--- src/rtl/cpu_oci_dct_pkg.sv ---
// cpu_oci_dct_pkg
// Shared widths and the capture-state type for the OCI trace packer.
//   DCT_BUF_W : width of the packed word handed to the OCI test-bench stage
//   DCT_CNT_W : width of the valid-symbol count that travels with each word
//   SYM_W     : width of one trace symbol
//   dct_state_e : capture FSM states (RUN, DRAIN, ENDED)
package cpu_oci_dct_pkg;

  localparam int DCT_BUF_W = 30;
  localparam int DCT_CNT_W = 4;
  localparam int SYM_W     = 2;

  typedef enum logic [1:0] {
    RUN   = 2'd0,
    DRAIN = 2'd1,
    ENDED = 2'd2
  } dct_state_e;

endpackage

--- src/rtl/cpu_oci_dct_hold_reg.sv ---
// cpu_oci_dct_hold_reg
// One-entry output holding register with a valid/ready handoff.
// Ports:
//   clk, reset           : clock, synchronous active-high reset
//   load_i               : capture load_buf_i/load_cnt_i at this edge
//   load_buf_i/load_cnt_i: word and symbol count to capture
//   ready_i              : consumer takes the held word when valid_o && ready_i
//   free_o               : a load this cycle is allowed (empty or being handed off)
//   buf_o/cnt_o/valid_o  : registered word, count and valid flag
module cpu_oci_dct_hold_reg
  import cpu_oci_dct_pkg::*;
(
  input  logic                 clk,
  input  logic                 reset,
  input  logic                 load_i,
  input  logic [DCT_BUF_W-1:0] load_buf_i,
  input  logic [DCT_CNT_W-1:0] load_cnt_i,
  input  logic                 ready_i,
  output logic                 free_o,
  output logic [DCT_BUF_W-1:0] buf_o,
  output logic [DCT_CNT_W-1:0] cnt_o,
  output logic                 valid_o
);

  logic [DCT_BUF_W-1:0] buf_q, buf_d;
  logic [DCT_CNT_W-1:0] cnt_q, cnt_d;
  logic                 valid_q, valid_d;

  assign free_o = !valid_q || ready_i;

  // Next-state: a load wins over a handoff so back-to-back words keep valid high.
  always_comb begin
    buf_d   = buf_q;
    cnt_d   = cnt_q;
    valid_d = valid_q;
    if (load_i) begin
      buf_d   = load_buf_i;
      cnt_d   = load_cnt_i;
      valid_d = 1'b1;
    end else if (valid_q && ready_i) begin
      valid_d = 1'b0;
    end else begin
      valid_d = valid_q;
    end
  end

  // Holding register state.
  always_ff @(posedge clk) begin
    if (reset) begin
      buf_q   <= '0;
      cnt_q   <= '0;
      valid_q <= 1'b0;
    end else begin
      buf_q   <= buf_d;
      cnt_q   <= cnt_d;
      valid_q <= valid_d;
    end
  end

  assign buf_o   = buf_q;
  assign cnt_o   = cnt_q;
  assign valid_o = valid_q;

endmodule

--- src/rtl/cpu_oci_dct_packer.sv ---
// cpu_oci_dct_packer
// Packs 2-bit trace symbols into words of up to SYMS_PER_WORD symbols and
// hands them to the OCI test-bench stage through a one-entry holding register.
// Optional feature macro: DCT_DROP_COUNT_EN enables the saturating drop counter;
// without it drop_count is tied to zero and drops still happen silently.
// Ports:
//   clk, reset                : clock, synchronous active-high reset
//   sym_valid/sym_data        : incoming trace symbol (no backpressure)
//   flush                     : emit the partial word
//   test_end_req              : end capture (drain then stop)
//   dct_buffer/count/valid    : registered output word, handshaked by dct_ready
//   test_ending/test_has_ended: DRAIN / ENDED state flags
//   drop_count                : symbols lost while the accumulator was full and blocked
module cpu_oci_dct_packer
  import cpu_oci_dct_pkg::*;
#(
  parameter int SYMS_PER_WORD = 15,
  parameter int DROP_CNT_W    = 16
) (
  input  logic                  clk,
  input  logic                  reset,
  input  logic                  sym_valid,
  input  logic [SYM_W-1:0]      sym_data,
  input  logic                  flush,
  input  logic                  test_end_req,
  output logic [DCT_BUF_W-1:0]  dct_buffer,
  output logic [DCT_CNT_W-1:0]  dct_count,
  output logic                  dct_valid,
  input  logic                  dct_ready,
  output logic                  test_ending,
  output logic                  test_has_ended,
  output logic [DROP_CNT_W-1:0] drop_count
);

  localparam logic [DCT_CNT_W-1:0] SPW = DCT_CNT_W'(SYMS_PER_WORD);

  logic [DCT_BUF_W-1:0] acc_q, acc_d, acc_w, load_buf_s;
  logic [DCT_CNT_W-1:0] cnt_q, cnt_d, cnt_w, load_cnt_s;
  logic                 pend_q, pend_d;
  dct_state_e           state_q;
  logic                 test_ending_q, test_has_ended_q;
  logic                 load_s, hold_free_s, accept_s, full_s, flush_req_s;

  // Symbols are only taken while running; the test_end_req cycle is still RUN.
  assign accept_s    = sym_valid && (state_q == RUN);
  assign full_s      = (cnt_q == SPW);
  // A pending flush keeps asking until the partial word gets out; DRAIN flushes implicitly.
  assign flush_req_s = (flush && (state_q == RUN)) || pend_q || (state_q == DRAIN);

  // Accumulator next-state and transfer decision.
  always_comb begin
    if (accept_s && !full_s) begin
      acc_w = {acc_q[DCT_BUF_W-SYM_W-1:0], sym_data};
      cnt_w = cnt_q + DCT_CNT_W'(1);
    end else begin
      acc_w = acc_q;
      cnt_w = cnt_q;
    end
    load_s     = 1'b0;
    load_buf_s = acc_w;
    load_cnt_s = cnt_w;
    acc_d      = acc_w;
    cnt_d      = cnt_w;
    pend_d     = 1'b0;
    if (full_s) begin
      // Full word waiting: it leaves at the first free edge, and a symbol
      // arriving on that edge starts the next word instead of being dropped.
      if (hold_free_s) begin
        load_s = 1'b1;
        if (accept_s) begin
          acc_d = {{(DCT_BUF_W-SYM_W){1'b0}}, sym_data};
          cnt_d = DCT_CNT_W'(1);
        end else begin
          acc_d = '0;
          cnt_d = '0;
        end
      end else begin
        acc_d = acc_q;
        cnt_d = cnt_q;
      end
    end else if (((cnt_w == SPW) || (flush_req_s && (cnt_w != '0))) && hold_free_s) begin
      load_s = 1'b1;
      acc_d  = '0;
      cnt_d  = '0;
    end else begin
      pend_d = flush_req_s && (cnt_w != '0);
    end
  end

  // Accumulator and pending-flush registers.
  always_ff @(posedge clk) begin
    if (reset) begin
      acc_q  <= '0;
      cnt_q  <= '0;
      pend_q <= 1'b0;
    end else begin
      acc_q  <= acc_d;
      cnt_q  <= cnt_d;
      pend_q <= pend_d;
    end
  end

  // Capture FSM with registered status flags.
  always_ff @(posedge clk) begin
    if (reset) begin
      state_q          <= RUN;
      test_ending_q    <= 1'b0;
      test_has_ended_q <= 1'b0;
    end else begin
      case (state_q)
        RUN: begin
          if (test_end_req) begin
            state_q       <= DRAIN;
            test_ending_q <= 1'b1;
          end
        end
        DRAIN: begin
          if ((cnt_q == '0) && !dct_valid) begin
            state_q          <= ENDED;
            test_ending_q    <= 1'b0;
            test_has_ended_q <= 1'b1;
          end
        end
        ENDED: begin
          state_q <= ENDED;
        end
        default: begin
          state_q          <= RUN;
          test_ending_q    <= 1'b0;
          test_has_ended_q <= 1'b0;
        end
      endcase
    end
  end

  assign test_ending    = test_ending_q;
  assign test_has_ended = test_has_ended_q;

  cpu_oci_dct_hold_reg u_hold (
    .clk        (clk),
    .reset      (reset),
    .load_i     (load_s),
    .load_buf_i (load_buf_s),
    .load_cnt_i (load_cnt_s),
    .ready_i    (dct_ready),
    .free_o     (hold_free_s),
    .buf_o      (dct_buffer),
    .cnt_o      (dct_count),
    .valid_o    (dct_valid)
  );

`ifdef DCT_DROP_COUNT_EN
  logic [DROP_CNT_W-1:0] drop_q;
  logic                  drop_s;

  assign drop_s = accept_s && full_s && !hold_free_s;

  // Saturating count of symbols lost to a full, blocked accumulator.
  always_ff @(posedge clk) begin
    if (reset) begin
      drop_q <= '0;
    end else if (drop_s && (drop_q != {DROP_CNT_W{1'b1}})) begin
      drop_q <= drop_q + DROP_CNT_W'(1);
    end else begin
      drop_q <= drop_q;
    end
  end

  assign drop_count = drop_q;
`else
  assign drop_count = '0;
`endif

endmodule

--- config.mk ---
export PLATFORM = sky130hd
export DESIGN_NAME = cpu_oci_dct_packer
export DESIGN_NICKNAME = d
export VERILOG_FILES = /design/src/rtl/cpu_oci_dct_pkg.sv /design/src/rtl/cpu_oci_dct_hold_reg.sv /design/src/rtl/cpu_oci_dct_packer.sv
export SDC_FILE = /design/constraint.sdc
export NUM_CORES = 1
export LEC_CHECK = 0
export ABC_AREA = 1
export CAP_MARGIN = 20
export CORE_AREA = 3 3 98 100
export CTS_BUF_LIST = sky130_fd_sc_hd__clkbuf_2 sky130_fd_sc_hd__clkbuf_4 sky130_fd_sc_hd__clkbuf_8
export DETAILED_ROUTE_END_ITERATION = 10
export DIE_AREA = 0 0 101 103
export GPL_TIMING_DRIVEN = 0
export PLACE_DENSITY = 0.6
export SLEW_MARGIN = 10
export SYNTH_ARGS = -nofsm -noshare
export SYNTH_HDL_FRONTEND = slang
export SYNTH_SLANG_ARGS = --single-unit
--- constraint.sdc ---
create_clock -name clk -period 3.1 [get_ports clk]
set_input_delay 0.62 -clock clk [delete_from_list [all_inputs] [get_ports clk]]
set_output_delay 0.62 -clock clk [all_outputs]
set_load 0.02 [all_outputs]
==> reports/results.tsv <==
metric	value	unit
htreeDepth	3	
p_int	2.16	mW
row_count	34	
stdcell_count	665	
synth_top_area_share	42.5	%
die_width	101	um
worstPathCellList	clkdlybuf4s50_1 > nand2_1 > inv_2 > nand2_2 > inv_1 > nand2_1 > nand2_1 > nand3_2 > nand2_2 > nand2_4 > nand2_2 > buf_2 > nand2_1 > a21oi_1	
p_comb_share	45.6	%
start_kind	input port	
detailed_place_hpwl	6.09	mm
cts_tree	done	
vias_per_cell	4.78	
yosys.area.top_type	dfxtp_1	
crit_top_cell	nand2_1	
period_share	76.8	%
wl_per_cell	12.8	um
max_cap_violations	0	
rsz0062_at_grt	false	
p_seq_share	30.4	%
drc_errors	0	
synthCells	482	
syn_area_per_cell	7.22	um^2
yosysSeqAreaShare	42.5	%
antenna_found_initial	0	
yosysWarnings	0	
synth_cell_types	23	
path_clk_slew	80	ps
power.density	839	nW/um^2
coreArea	8760	um^2
sw_frac_of_total	40.8	%
relSlewSlack	59.4	%
design_area	4350	um^2
peakVddDrop	357	uV
grt_start_max_net_pins	13	
final_max_slew_viol_count	0	
crit_fanout	10	
grt.overflow.total	0	
cts_root_buffer	clkbuf_8	
dpl_cell_area	4110	um^2
final_nets	566	
wl	8.49	mm
tightest_slew	609	ps
cts_hold_buf	0	
slowest_delay	480	ps
ios	61	
cts_resized	0	
place_inst	649	
drt_pass1_iterations	5	
gr-usage-all-layers	16.9	%
cts_buffer_depth	2	
finalCriticalPeriod	2380	ps
hold_viol	0	
finish.utilization	49.6	%
vias	3176	
post_cts_buffers	0	
switchingPower	1.49	mW
dieArea	10400	um^2
clock.fmax	420	MHz
clk_latency	360	ps
p_leak	1.78	nW
start_util	39.7	%
status	complete, no violations	
hold_path.class	reg2reg	
diodes	0	
n_fill_cell	906	
fin_skew	11.2	ps
drive_gt1_share	10.4	%
ys_top_cells_by_area	dfxtp_1, nand2_1, a21oi_1, nand3_1, inv_1	
cts_made_buffers	9	
ant_nets	0	
grt_pass1_wl	13.8	mm
ys_seq_elements	74	
tns	0	ps
grt_pass1_vias	2927	
io_buffers	44	
cp-end-kind	flip-flop	
cts_num_sinks	74	
hold_slack	441	ps
cp_slowest_cell	clkdlybuf4s50_1	
p_clk_share	24.0	%
path_class	in2reg	
syn_to_final_growth	24.8	%
crit_arrival	2650	ps
drt_iter0_markers	120	
worstPathRequired	3370	ps
die_h	103	um
setup_violations	0	
gp_congestion	0.899	
syn_area	3480	um^2
-- sequential cells by signal, indices dropped and copies added, names as in the netlist --
name / count
acc_q: 30
u_hold.buf_o: 30
cnt_q: 4
u_hold.cnt_o: 4
state_q: 2
pend_q: 1
test_ending: 1
test_has_ended: 1
u_hold.valid_o: 1
-- cell families (layout without fill, tap and decap cells) --
logic type                 Yosys count  after routing  share of synthesized area [%]
AOI/OAI and AO/OA                   88             88                           12.8
adders and majority gates            6              6                           2.16
and+or+nand+nor                    221            221                           27.0
other                                1             16                          0.108
buffers and inverters               82            142                           12.5
DFF                                 74             74                           42.5
muxes                               10             10                           2.87
-- synth_stat cells (all sizes together) --
cell type  instances
a211o              1
buf               28
or2                2
nand3             42
clkbuf            16
dfxtp             74
nand4              3
inv               38
nand2            163
a21oi             74
mux2i             10
o21ai             13
conb               1
ha                 6
nor2              11
-- metrics by stage --
stage	setup slack, ps	power (mW)
after floorplan	1170	2.34
after global placement	362	2.78
after detailed placement	397	2.80
after CTS	736	3.68
after global routing	538	3.88
final	720	3.65
-- routing by layer --
layer | global-route usage [%] | routed length [um] | part of all wire, %
met1 | 21.1 | 3920 | 46
met2 | 28.9 | 4080 | 48
met3 | 4.19 | 374 | 4.4
met4 | 5.21 | 117 | 1.4
met5 | 0 | 0 | 0
-- cell type report --
type | count | area (um^2) | area share, %
Buffer | 44 | 294 | 6.76
Clock buffer | 12 | 159 | 3.66
Clock inverter | 4 | 73.8 | 1.70
Inverter | 38 | 143 | 3.28
Multi-Input combinational cell | 341 | 1620 | 37.3
Sequential cell | 74 | 1480 | 34.1
Tap cell | 108 | 135 | 3.11
Timing Repair Buffer | 44 | 440 | 10.1
-- worst max-delay path, delay by kind of cell --
family / cells / cell delay (ps)
compound gates: 1 / 130
buf+inv: 4 / 1050
simple gates: 9 / 830
-- power groups by stage --
stage	clock network (mW)	registers [mW]	logic, mW
2_1_floorplan	0	1.18	1.16
3_3_place_gp	0	1.13	1.65
3_5_place_dp	0	1.13	1.67
4_1_cts	0.890	1.11	1.68
5_1_grt	0.926	1.12	1.83
6_report	0.875	1.11	1.66
-- worst paths after layout --
| path | to | from | cells past startpoint | slack (ps) |
|---|---|---|---|---|
| min | test_ending | test_ending | 2 | 440 |
| min reg2reg | test_ending | test_ending | 2 | 440 |
| max reg2reg | acc_q[13] | state_q[0] | 15 | 800 |
| max | acc_q[13] | sym_valid | 14 | 720 |
-- placed cells by master (no fill, tap or decap), drive strengths merged --
master         synthesis  final
or2                    2      2
mux2i                 10     10
nand4                  3      3
buf                   28     28
a21oi                 74     74
inv                   38     38
ha                     6      6
nand2                163    163
clkinv                 0      2
dfxtp                 74     74
o21ai                 13     13
nor2                  11     11
conb                   1     16
a211o                  1      1
nand3                 42     42
clkdlybuf4s50          0     44
bufinv                 0      2
clkbuf                16     28
(Power assumes the default switching activity.)
